<file path="config.mk">
export PLATFORM = sky130hd
export DESIGN_NAME = sc_statemachine_entryfrogger
export DESIGN_NICKNAME = d
export VERILOG_FILES = /design/src/rtl/sc_statemachine_entryfrogger.sv
export SDC_FILE = /design/constraint.sdc
export NUM_CORES = 1
export LEC_CHECK = 0
export CORE_ASPECT_RATIO = 0.75
export CORE_MARGIN = 2
export CORE_UTILIZATION = 55
export CTS_BUF_LIST = sky130_fd_sc_hd__clkbuf_4 sky130_fd_sc_hd__clkbuf_8 sky130_fd_sc_hd__clkbuf_16
export DETAILED_ROUTE_END_ITERATION = 7
export PLACE_DENSITY = 0.78
export SLEW_MARGIN = 10
export SYNTH_ARGS = -nofsm -noshare
export SYNTH_HDL_FRONTEND = slang
export SYNTH_SLANG_ARGS = --single-unit
export TNS_END_PERCENT = 10
</file>
<file path="constraint.sdc">
create_clock -name SC_STATEMACHINEENTRY_CLOCK_50 -period 2.2 [get_ports SC_STATEMACHINEENTRY_CLOCK_50]
set_input_delay 0.66 -clock SC_STATEMACHINEENTRY_CLOCK_50 [delete_from_list [all_inputs] [get_ports SC_STATEMACHINEENTRY_CLOCK_50]]
set_output_delay 0.66 -clock SC_STATEMACHINEENTRY_CLOCK_50 [all_outputs]
set_load 0.01 [all_outputs]
</file>
<file path="src/rtl/sc_statemachine_entryfrogger.sv">
// -----------------------------------------------------------------------------
// sc_statemachine_entryfrogger
//
// Upstream controller for the frog entry register. It turns left/right/start/
// clear requests into the 2-bit load code that selects the entry pattern:
//    00 NONE, 01 RIGHT, 10 LEFT, 11 CLEAR.
// An accepted LEFT/RIGHT move shows its code for HOLD_TICKS clocks and then
// falls back to NONE. The end of each hold is marked by a one-clock moveDone
// strobe, and accepted moves are tallied in a saturating counter.
//
// Parameters
//    HOLD_TICKS   clocks a LEFT/RIGHT code is held (1 .. 2**CNT_WIDTH-1)
//    CNT_WIDTH    width of the hold down-counter
//    MOVES_WIDTH  width of the accepted-move counter
//
// Ports
//    SC_STATEMACHINEENTRY_CLOCK_50      in   system clock, rising edge
//    SC_STATEMACHINEENTRY_RESET_InLow   in   async reset, active-low
//    SC_STATEMACHINEENTRY_left_InHigh   in   left request level (synchronised)
//    SC_STATEMACHINEENTRY_right_InHigh  in   right request level (synchronised)
//    SC_STATEMACHINEENTRY_start_InHigh  in   start request level
//    SC_STATEMACHINEENTRY_clear_InHigh  in   clear/crash level, highest priority
//    SC_STATEMACHINEENTRY_loadEntry_Out out  load code to the entry register
//    SC_STATEMACHINEENTRY_moveDone_Out  out  1-clock pulse when a hold ends
//    SC_STATEMACHINEENTRY_busy_Out      out  high while in LEFT or RIGHT
//    SC_STATEMACHINEENTRY_moves_Out     out  accepted-move count, saturating
//
// States
//    state    | meaning
//    ---------+---------------------------------------------------------
//    ST_IDLE  | waiting for a start rise, entry register held in CLEAR
//    ST_NONE  | running, no move shown, accepting a single left/right rise
//    ST_LEFT  | LEFT code shown while the hold counter runs down
//    ST_RIGHT | RIGHT code shown while the hold counter runs down
// -----------------------------------------------------------------------------
module sc_statemachine_entryfrogger #(
   parameter int unsigned HOLD_TICKS  = 4,
   parameter int unsigned CNT_WIDTH   = 24,
   parameter int unsigned MOVES_WIDTH = 8
) (
   input  logic                   SC_STATEMACHINEENTRY_CLOCK_50,
   input  logic                   SC_STATEMACHINEENTRY_RESET_InLow,
   input  logic                   SC_STATEMACHINEENTRY_left_InHigh,
   input  logic                   SC_STATEMACHINEENTRY_right_InHigh,
   input  logic                   SC_STATEMACHINEENTRY_start_InHigh,
   input  logic                   SC_STATEMACHINEENTRY_clear_InHigh,
   output logic [1:0]             SC_STATEMACHINEENTRY_loadEntry_Out,
   output logic                   SC_STATEMACHINEENTRY_moveDone_Out,
   output logic                   SC_STATEMACHINEENTRY_busy_Out,
   output logic [MOVES_WIDTH-1:0] SC_STATEMACHINEENTRY_moves_Out
);

   typedef enum logic [1:0] {
      ST_IDLE  = 2'b00,
      ST_NONE  = 2'b01,
      ST_LEFT  = 2'b10,
      ST_RIGHT = 2'b11
   } state_t;

   localparam logic [1:0] CODE_NONE  = 2'b00;
   localparam logic [1:0] CODE_RIGHT = 2'b01;
   localparam logic [1:0] CODE_LEFT  = 2'b10;
   localparam logic [1:0] CODE_CLEAR = 2'b11;

   // Hold counter is loaded with HOLD_TICKS-1 so the terminal count (zero)
   // lands on the last clock the move code is shown.
   localparam logic [CNT_WIDTH-1:0]   HOLD_LOAD = CNT_WIDTH'(HOLD_TICKS - 1);
   localparam logic [MOVES_WIDTH-1:0] MOVES_MAX = {MOVES_WIDTH{1'b1}};

   logic clk;
   logic rst_n;
   assign clk   = SC_STATEMACHINEENTRY_CLOCK_50;
   assign rst_n = SC_STATEMACHINEENTRY_RESET_InLow;

   state_t                 state_q, state_d;
   logic [CNT_WIDTH-1:0]   cnt_q, cnt_d;
   logic [MOVES_WIDTH-1:0] moves_q, moves_d;
   logic                   done_q, done_d;
   logic                   left_prev_q, right_prev_q, start_prev_q;

   logic rise_left, rise_right, rise_start;
   logic clear;
   logic cnt_tc;

   // ---------------------------------------------------------------------------
   // Edge detection: previous-level registers update every clock, in every
   // state, so a level that is still high when NONE is re-entered is already
   // "old" and cannot retrigger a move.
   // ---------------------------------------------------------------------------
   always_ff @(posedge clk or negedge rst_n) begin
      if (!rst_n) begin
         left_prev_q  <= 1'b0;
         right_prev_q <= 1'b0;
         start_prev_q <= 1'b0;
      end else begin
         left_prev_q  <= SC_STATEMACHINEENTRY_left_InHigh;
         right_prev_q <= SC_STATEMACHINEENTRY_right_InHigh;
         start_prev_q <= SC_STATEMACHINEENTRY_start_InHigh;
      end
   end

   assign rise_left  = SC_STATEMACHINEENTRY_left_InHigh  & ~left_prev_q;
   assign rise_right = SC_STATEMACHINEENTRY_right_InHigh & ~right_prev_q;
   assign rise_start = SC_STATEMACHINEENTRY_start_InHigh & ~start_prev_q;
   assign clear      = SC_STATEMACHINEENTRY_clear_InHigh;
   assign cnt_tc     = (cnt_q == '0);

   // ---------------------------------------------------------------------------
   // State, hold counter, move counter and done strobe registers
   // ---------------------------------------------------------------------------
   always_ff @(posedge clk or negedge rst_n) begin
      if (!rst_n) begin
         state_q <= ST_IDLE;
         cnt_q   <= '0;
         moves_q <= '0;
         done_q  <= 1'b0;
      end else begin
         state_q <= state_d;
         cnt_q   <= cnt_d;
         moves_q <= moves_d;
         done_q  <= done_d;
      end
   end

   // ---------------------------------------------------------------------------
   // Next-state logic
   // ---------------------------------------------------------------------------
   always_comb begin
      state_d = state_q;
      cnt_d   = cnt_q;
      moves_d = moves_q;
      done_d  = 1'b0;

      if (clear) begin
         // Crash/clear aborts any hold without a done strobe; the move tally
         // is kept because only reset is allowed to clear it.
         state_d = ST_IDLE;
         cnt_d   = '0;
      end else begin
         case (state_q)
            ST_IDLE: begin
               if (rise_start) begin
                  state_d = ST_NONE;
               end
            end

            ST_NONE: begin
               // Simultaneous left and right rises are ambiguous and dropped.
               if (rise_left ^ rise_right) begin
                  state_d = rise_left ? ST_LEFT : ST_RIGHT;
                  cnt_d   = HOLD_LOAD;
                  if (moves_q != MOVES_MAX) begin
                     moves_d = moves_q + 1'b1;
                  end
               end
            end

            ST_LEFT, ST_RIGHT: begin
               // Rises seen during a hold are deliberately not queued.
               if (cnt_tc) begin
                  state_d = ST_NONE;
                  done_d  = 1'b1;
               end else begin
                  cnt_d = cnt_q - 1'b1;
               end
            end

            default: begin
               state_d = ST_IDLE;
               cnt_d   = '0;
            end
         endcase
      end
   end

   // ---------------------------------------------------------------------------
   // Moore output decode from registered state
   // ---------------------------------------------------------------------------
   always_comb begin
      SC_STATEMACHINEENTRY_loadEntry_Out = CODE_CLEAR;
      case (state_q)
         ST_IDLE:  SC_STATEMACHINEENTRY_loadEntry_Out = CODE_CLEAR;
         ST_NONE:  SC_STATEMACHINEENTRY_loadEntry_Out = CODE_NONE;
         ST_LEFT:  SC_STATEMACHINEENTRY_loadEntry_Out = CODE_LEFT;
         ST_RIGHT: SC_STATEMACHINEENTRY_loadEntry_Out = CODE_RIGHT;
         default:  SC_STATEMACHINEENTRY_loadEntry_Out = CODE_CLEAR;
      endcase
   end

   assign SC_STATEMACHINEENTRY_busy_Out     = (state_q == ST_LEFT) | (state_q == ST_RIGHT);
   assign SC_STATEMACHINEENTRY_moveDone_Out = done_q;
   assign SC_STATEMACHINEENTRY_moves_Out    = moves_q;

endmodule

</file>
* After elaboration in Yosys (flattened, before gate mapping)
Cells that the tools add are included.
W data, S select, Z words.
** Word-level totals
- Register bits after elaboration :: 38
- Output and inout bits :: 12
** Cells by class
- Add/sub/neg operators :: 2
- Equality and inequality tests :: 8
- Multiplexer cells :: 14
- Bitwise operators :: 9
- Reduce and logical (&&, ||, !) cells :: 7
** Operator list (number)
- $mux W24 :: 3
- $pmux W24 S2 :: 1
- $logic_not A24 Y1 :: 1
- $sub A24 B1 Y24 const B :: 1
- $ne A3 B3 Y1 const B :: 4
- $add A8 B1 Y8 const B :: 1
- $mux W2 :: 4
- $ne A8 B8 Y1 const B :: 1
- $pmux W2 S4 :: 1
- $pmux W2 S3 :: 1
- $reduce_and A3 Y1 :: 2
- $eq A2 B2 Y1 const B :: 2
- $mux W1 :: 4
- $not A1 Y1 :: 4
- $reduce_and A4 Y1 :: 1
- $and A1 B1 Y1 :: 3
- $reduce_bool A3 Y1 :: 1
- $eq A2 B1 Y1 const B :: 1
- $logic_not A2 Y1 :: 1
- $reduce_or A2 Y1 :: 1
- $or A1 B1 Y1 :: 1
- $xor A1 B1 Y1 :: 1

* Logic depth before layout (Yosys ltp)
- Depth in word-level cells :: 6
- Mapped depth :: 10
- Depth with buffers taken out :: 9

* Worst setup path before layout
Ideal clock, no wire load.
- Path kind :: input -> register
- From :: input port SC_STATEMACHINEENTRY_clear_InHigh
- To :: register cnt_q[16]
- Library setup time :: 0.066 ns
- Arrival :: 2.089 ns
- Slack :: 0.045 ns
- Stages on the path :: 6
- Buffers on the path :: 1
- Cells stage by stage :: buf_2 > and2b_1 > a21oi_1 > nand3_1 > or4_1 > nand2_1
** Between the ends
- Longest elaborated chain between the ends :: 2
** RTL lines
- start, declared :: line 46 : input logic SC_STATEMACHINEENTRY_clear_InHigh,
- $ne A3 B3 Y1 (no source line) or $reduce_bool A3 Y1 (tied branches)
- $reduce_and A3 Y1 (no source line)
- end signal, assigned :: line 119 : cnt_q <= cnt_d;
- end, declared :: line 76 : logic [CNT_WIDTH-1:0] cnt_q, cnt_d;
Parallel ways exist; a longest one is shown, timed or not.
A chain may end at the register's enable or synchronous reset.

* Worst setup path after layout
- From :: input port SC_STATEMACHINEENTRY_left_InHigh
- To :: register cnt_q[16]
** Between the ends
- Longest elaborated chain between the ends :: 4
** RTL lines
- start, declared :: line 43 : input logic SC_STATEMACHINEENTRY_left_InHigh,
- $and A1 B1 Y1 :: line 102 : assign rise_left = SC_STATEMACHINEENTRY_left_InHigh & ~left_prev_q;
- $xor A1 B1 Y1 :: line 149 : if (rise_left ^ rise_right) begin
- $ne A3 B3 Y1 (no source line)
- $reduce_and A3 Y1 (no source line)
No other way between the ends.

==> flow_results.org <==
** STA
- Between clock sinks in the finished design, the worst skew comes to approximately 0.0076 ns.
- Worst hold-check slack :: approximately 0.30 ns
- Setup violations remaining at the end of the flow were counted as 0.
- The total count of max-transition violations in the final report was 0.
- Unrepaired setup endpoints after global routing :: yes
- Final setup TNS :: 0 ns
- The count of final hold-check violations is 0.
- Static timing analysis puts the maximum clock frequency at between 400 and 500 MHz.
- Final clock period utilization by the worst path :: 1.00
- Clock period minus worst slack :: approximately 2.2 ns
- Final WS setup :: between 0.0006 and 0.0007 ns
- Transition time at the pin with the least slew margin :: approximately 0.47 ns
- Headroom to the max-slew limit came out at 0.689.

** Clocking
- The clock tree synthesis step divided the H-tree into 2 levels.
- Count of hold-fix buffers inserted at cts :: 0
- CTS sink count :: 38
- For the worst-skew pair, the clock arrives at the later sink with an insertion delay of 0.30 ns.
- In this run the deepest clock path goes through 2 buffers.
- Clock root buffer master :: clkbuf_8
- Clock tree from TritonCTS :: done
- Register clock-pin slew on the reported worst setup and hold paths :: 0.08 ns
- Clock buffer count from CTS :: 5

** Floorplan
- In this run the core area contains 19 standard-cell rows.
- For this configuration, the core starts out at a cell density of 0.575.
- Area of the die :: around 0.0043 mm^2
- After floorplanning, the core was sized to cover 0.00366 mm^2.
- From bottom edge to top edge, the die measures around 58 um.
- From left edge to right edge, the die measures 75.4 um.
- Number of I/O pins :: 18

** Final layout
- Fin nets :: 269
- In the final layout, the share of cells above drive strength 1 is 0.258.
- Growth of design area from synthesis to finish :: 30.0%
- The top cell types in the final layout, fill and taps aside, are 37 x dfrtp_1, 27 x nor2_1, 19 x buf_4.
- Commonest non-fill, non-tap cell in the layout :: dfrtp_1
- The repair_antennas step left the layout with diodes totalling 0.
- For this run, the share of the core covered by cells in the final layout is 0.747.

** Setup path
- Worst setup slack for register-to-register paths :: 0.07 ns
- Type of element capturing the critical path :: flip-flop
- Reg2Reg Depth :: 7
- Tracing the worst setup path back leads to its startpoint at SC_STATEMACHINEENTRY_left_InHigh.
- Along the worst path, the maximum fanout reaches 4.
- In this run the critical register-to-register path is captured at cnt_q[4].
- Worst setup SP type :: primary input
- Data arrives at the worst endpoint at approximately 2.4 ns.
- The critical path is of the in -> reg type.
- Launching point of the worst reg2reg path :: cnt_q[8]
- Following the worst setup path forward leads to its endpoint at cnt_q[16].
- Worst endpoint required time :: roughly 2.4 ns

** Routing
- Post-detailed-route via-to-cell ratio :: about 5.6
- In this run the remaining antenna-violating nets after routing total 0.
- The first TritonRoute pass finished after 4 iterations.
- After detailed routing, the total wire length is 4530 um.
- Total number of vias :: 1718
- Detailed-route wire length per cell :: 14.7 um
- In the routed design, unresolved DRC markers number 0.
- First-iteration detailed-routing DRC count :: 77

** GRT
- The total overflow left after global routing is 0.
- Global-route usage over all layers :: 0.235
- First-pass GRT wire length :: 7520 um
- The number of antenna violations at the first check in global routing came to 0.
- The via count of the first global-routing pass was 1599.
- Maximum number of pins on one net before global-route repair :: 21

** Yosys
- Counting flops with an async set or reset pin after synthesis yields a share of 1.00.
- Mean post-synth cell area :: 9.83 um^2
- Number of enable flip-flop cells after synthesis :: 0
- The number of nets in the synthesized netlist is 228.
- In this run, distinct cell masters in the synthesized netlist total 49.
- Synth warnings :: 0
- Post-synthesis sequential area ratio :: 0.452
- Synthesized flop and latch total :: 38
- Among all flip-flop cells after synthesis, the most frequent one is dfrtp_1.
- The synthesized netlist occupies a cell area of ~0.0021 mm^2.
- Counting every instance in the synthesized netlist gives between 200 and 250.

** Flow run
- The tool flagged a number of max-cap violations equal to 0.

** Place
- Port buffering added 17 buffers.
- Worst Setup Slack post-DPL :: -0.351 ns
- Placer Congestion :: 0.873
- Detailed placement ended at an HPWL of between 3000 and 4000 um.

** Pwr
- For this design the ratio of total power to cell area is between 1500 and 2000 mW/mm^2.
- Leak Pwr :: 1.23 nW
- The worst-case IR drop observed on VDD is between 0.8 and 0.9 mV.

** Min path
- The worst hold path belongs to the class in -> async.

** Run status
- The run finished with clean final reports.
area by class of cell:
cell class / count / area, um^2
clock inverters: 3 / 40.0
inverters: 7 / 26.3
flip-flops and latches: 38 / 952
repair buffers: 40 / 362
fillers: 268 / 925
clock buffers: 5 / 68.8
multi-input cells: 163 / 1220
well taps: 52 / 65.1
critical path, cell delays in order:
cell and delay [ns]:
clkdlybuf4s50_1 0.41, and2b_2 0.24, xnor2_2 0.16, a21oi_1 0.23
nand3_1 0.18, or4_1 0.49, nand2_1 0.08
through the flow:
| stage | instance area, um^2 | instances | power (W) |
|---|---|---|---|
| after floorplan | 2100 | 214 | 0.00275 |
| after global placement | 2470 | 298 | 0.00346 |
| after detailed placement | 2470 | 298 | 0.00351 |
| after CTS | 2620 | 308 | 0.00416 |
| after global routing | 2740 | 308 | 0.00478 |
| final | 2740 | 308 | 0.00443 |
flip-flops by register name, summed over array words and instances (netlist names):
signal / flops
left_prev_q: 1
start_prev_q: 1
cnt_q: 24
state_q: 2
SC_STATEMACHINEENTRY_moveDone_Out: 1
SC_STATEMACHINEENTRY_moves_Out: 8
right_prev_q: 1
cells by family (layout without fill, tap and decap cells):
group,after synthesis,in the layout,synth area share
AOI/OAI and AO/OA,23,23,0.0785
muxes,2,2,0.0101
buffers and inverters,13,55,0.0327
adders and majority gates,8,8,0.0476
xor gates and xnor gates,25,25,0.104
DFF,38,38,0.452
and+or+nand+nor,105,105,0.275
report_power, final:
| part | leakage [nW] | total, W | switching [W] | internal (W) |
|---|---|---|---|---|
| Clock | 0.0579 | 0.000584 | 0.000250 | 0.000333 |
| Sequential | 0.506 | 0.00123 | 0.000297 | 0.000929 |
| Combinational | 0.667 | 0.00262 | 0.00139 | 0.00122 |
| Total | 1.23 | 0.00443 | 0.00194 | 0.00249 |
how the worst min path moves through the flow:
stage	startpoint	end	slack, ns
after global routing	SC_STATEMACHINEENTRY_RESET_InLow	SC_STATEMACHINEENTRY_moves_Out[1]	0.32
after floorplan	SC_STATEMACHINEENTRY_RESET_InLow	SC_STATEMACHINEENTRY_moveDone_Out	0.36
after global placement	SC_STATEMACHINEENTRY_moves_Out[4]	SC_STATEMACHINEENTRY_moves_Out[4]	0.49
after CTS	SC_STATEMACHINEENTRY_RESET_InLow	cnt_q[14]	0.32
final	SC_STATEMACHINEENTRY_RESET_InLow	SC_STATEMACHINEENTRY_moves_Out[3]	0.30
after detailed placement	SC_STATEMACHINEENTRY_moves_Out[6]	SC_STATEMACHINEENTRY_moves_Out[6]	0.49
routing by layer:
metal	GRT usage	vias up	share of wire
li1	-	832	-
met1	0.330	833	0.48
met2	0.345	44	0.46
met3	0.0618	9	0.046
met4	0.0977	0	0.014
met5	0	-	0
cells in the mapped netlist (2+ instances only):
master    number  share of area
nor4_1         5          0.015
a21oi_1        8          0.019
a31o_2         2         0.0083
and3_1         2         0.0059
dfrtp_1       38           0.45
nand4_1       10          0.030
xnor2_1       18          0.075
nand2b_1       3         0.0089
nand2_1       14          0.025
o21ai_0        3         0.0071
nor4b_1        2         0.0083
buf_2          2         0.0048
clkbuf_1       2         0.0036
xor2_1         7          0.029
nor2_1        29          0.052
ha_1           8          0.048
nor3_1        14          0.033
or3_1          4          0.012
nand3_1        7          0.017
inv_1          7          0.012
timing repair:
action	CTS	global route
buffers inserted	2	0
resized for setup	9	25
pin swaps	0	6
setup endpoints to repair	7	27
Power figures use the tool's default switching activity.
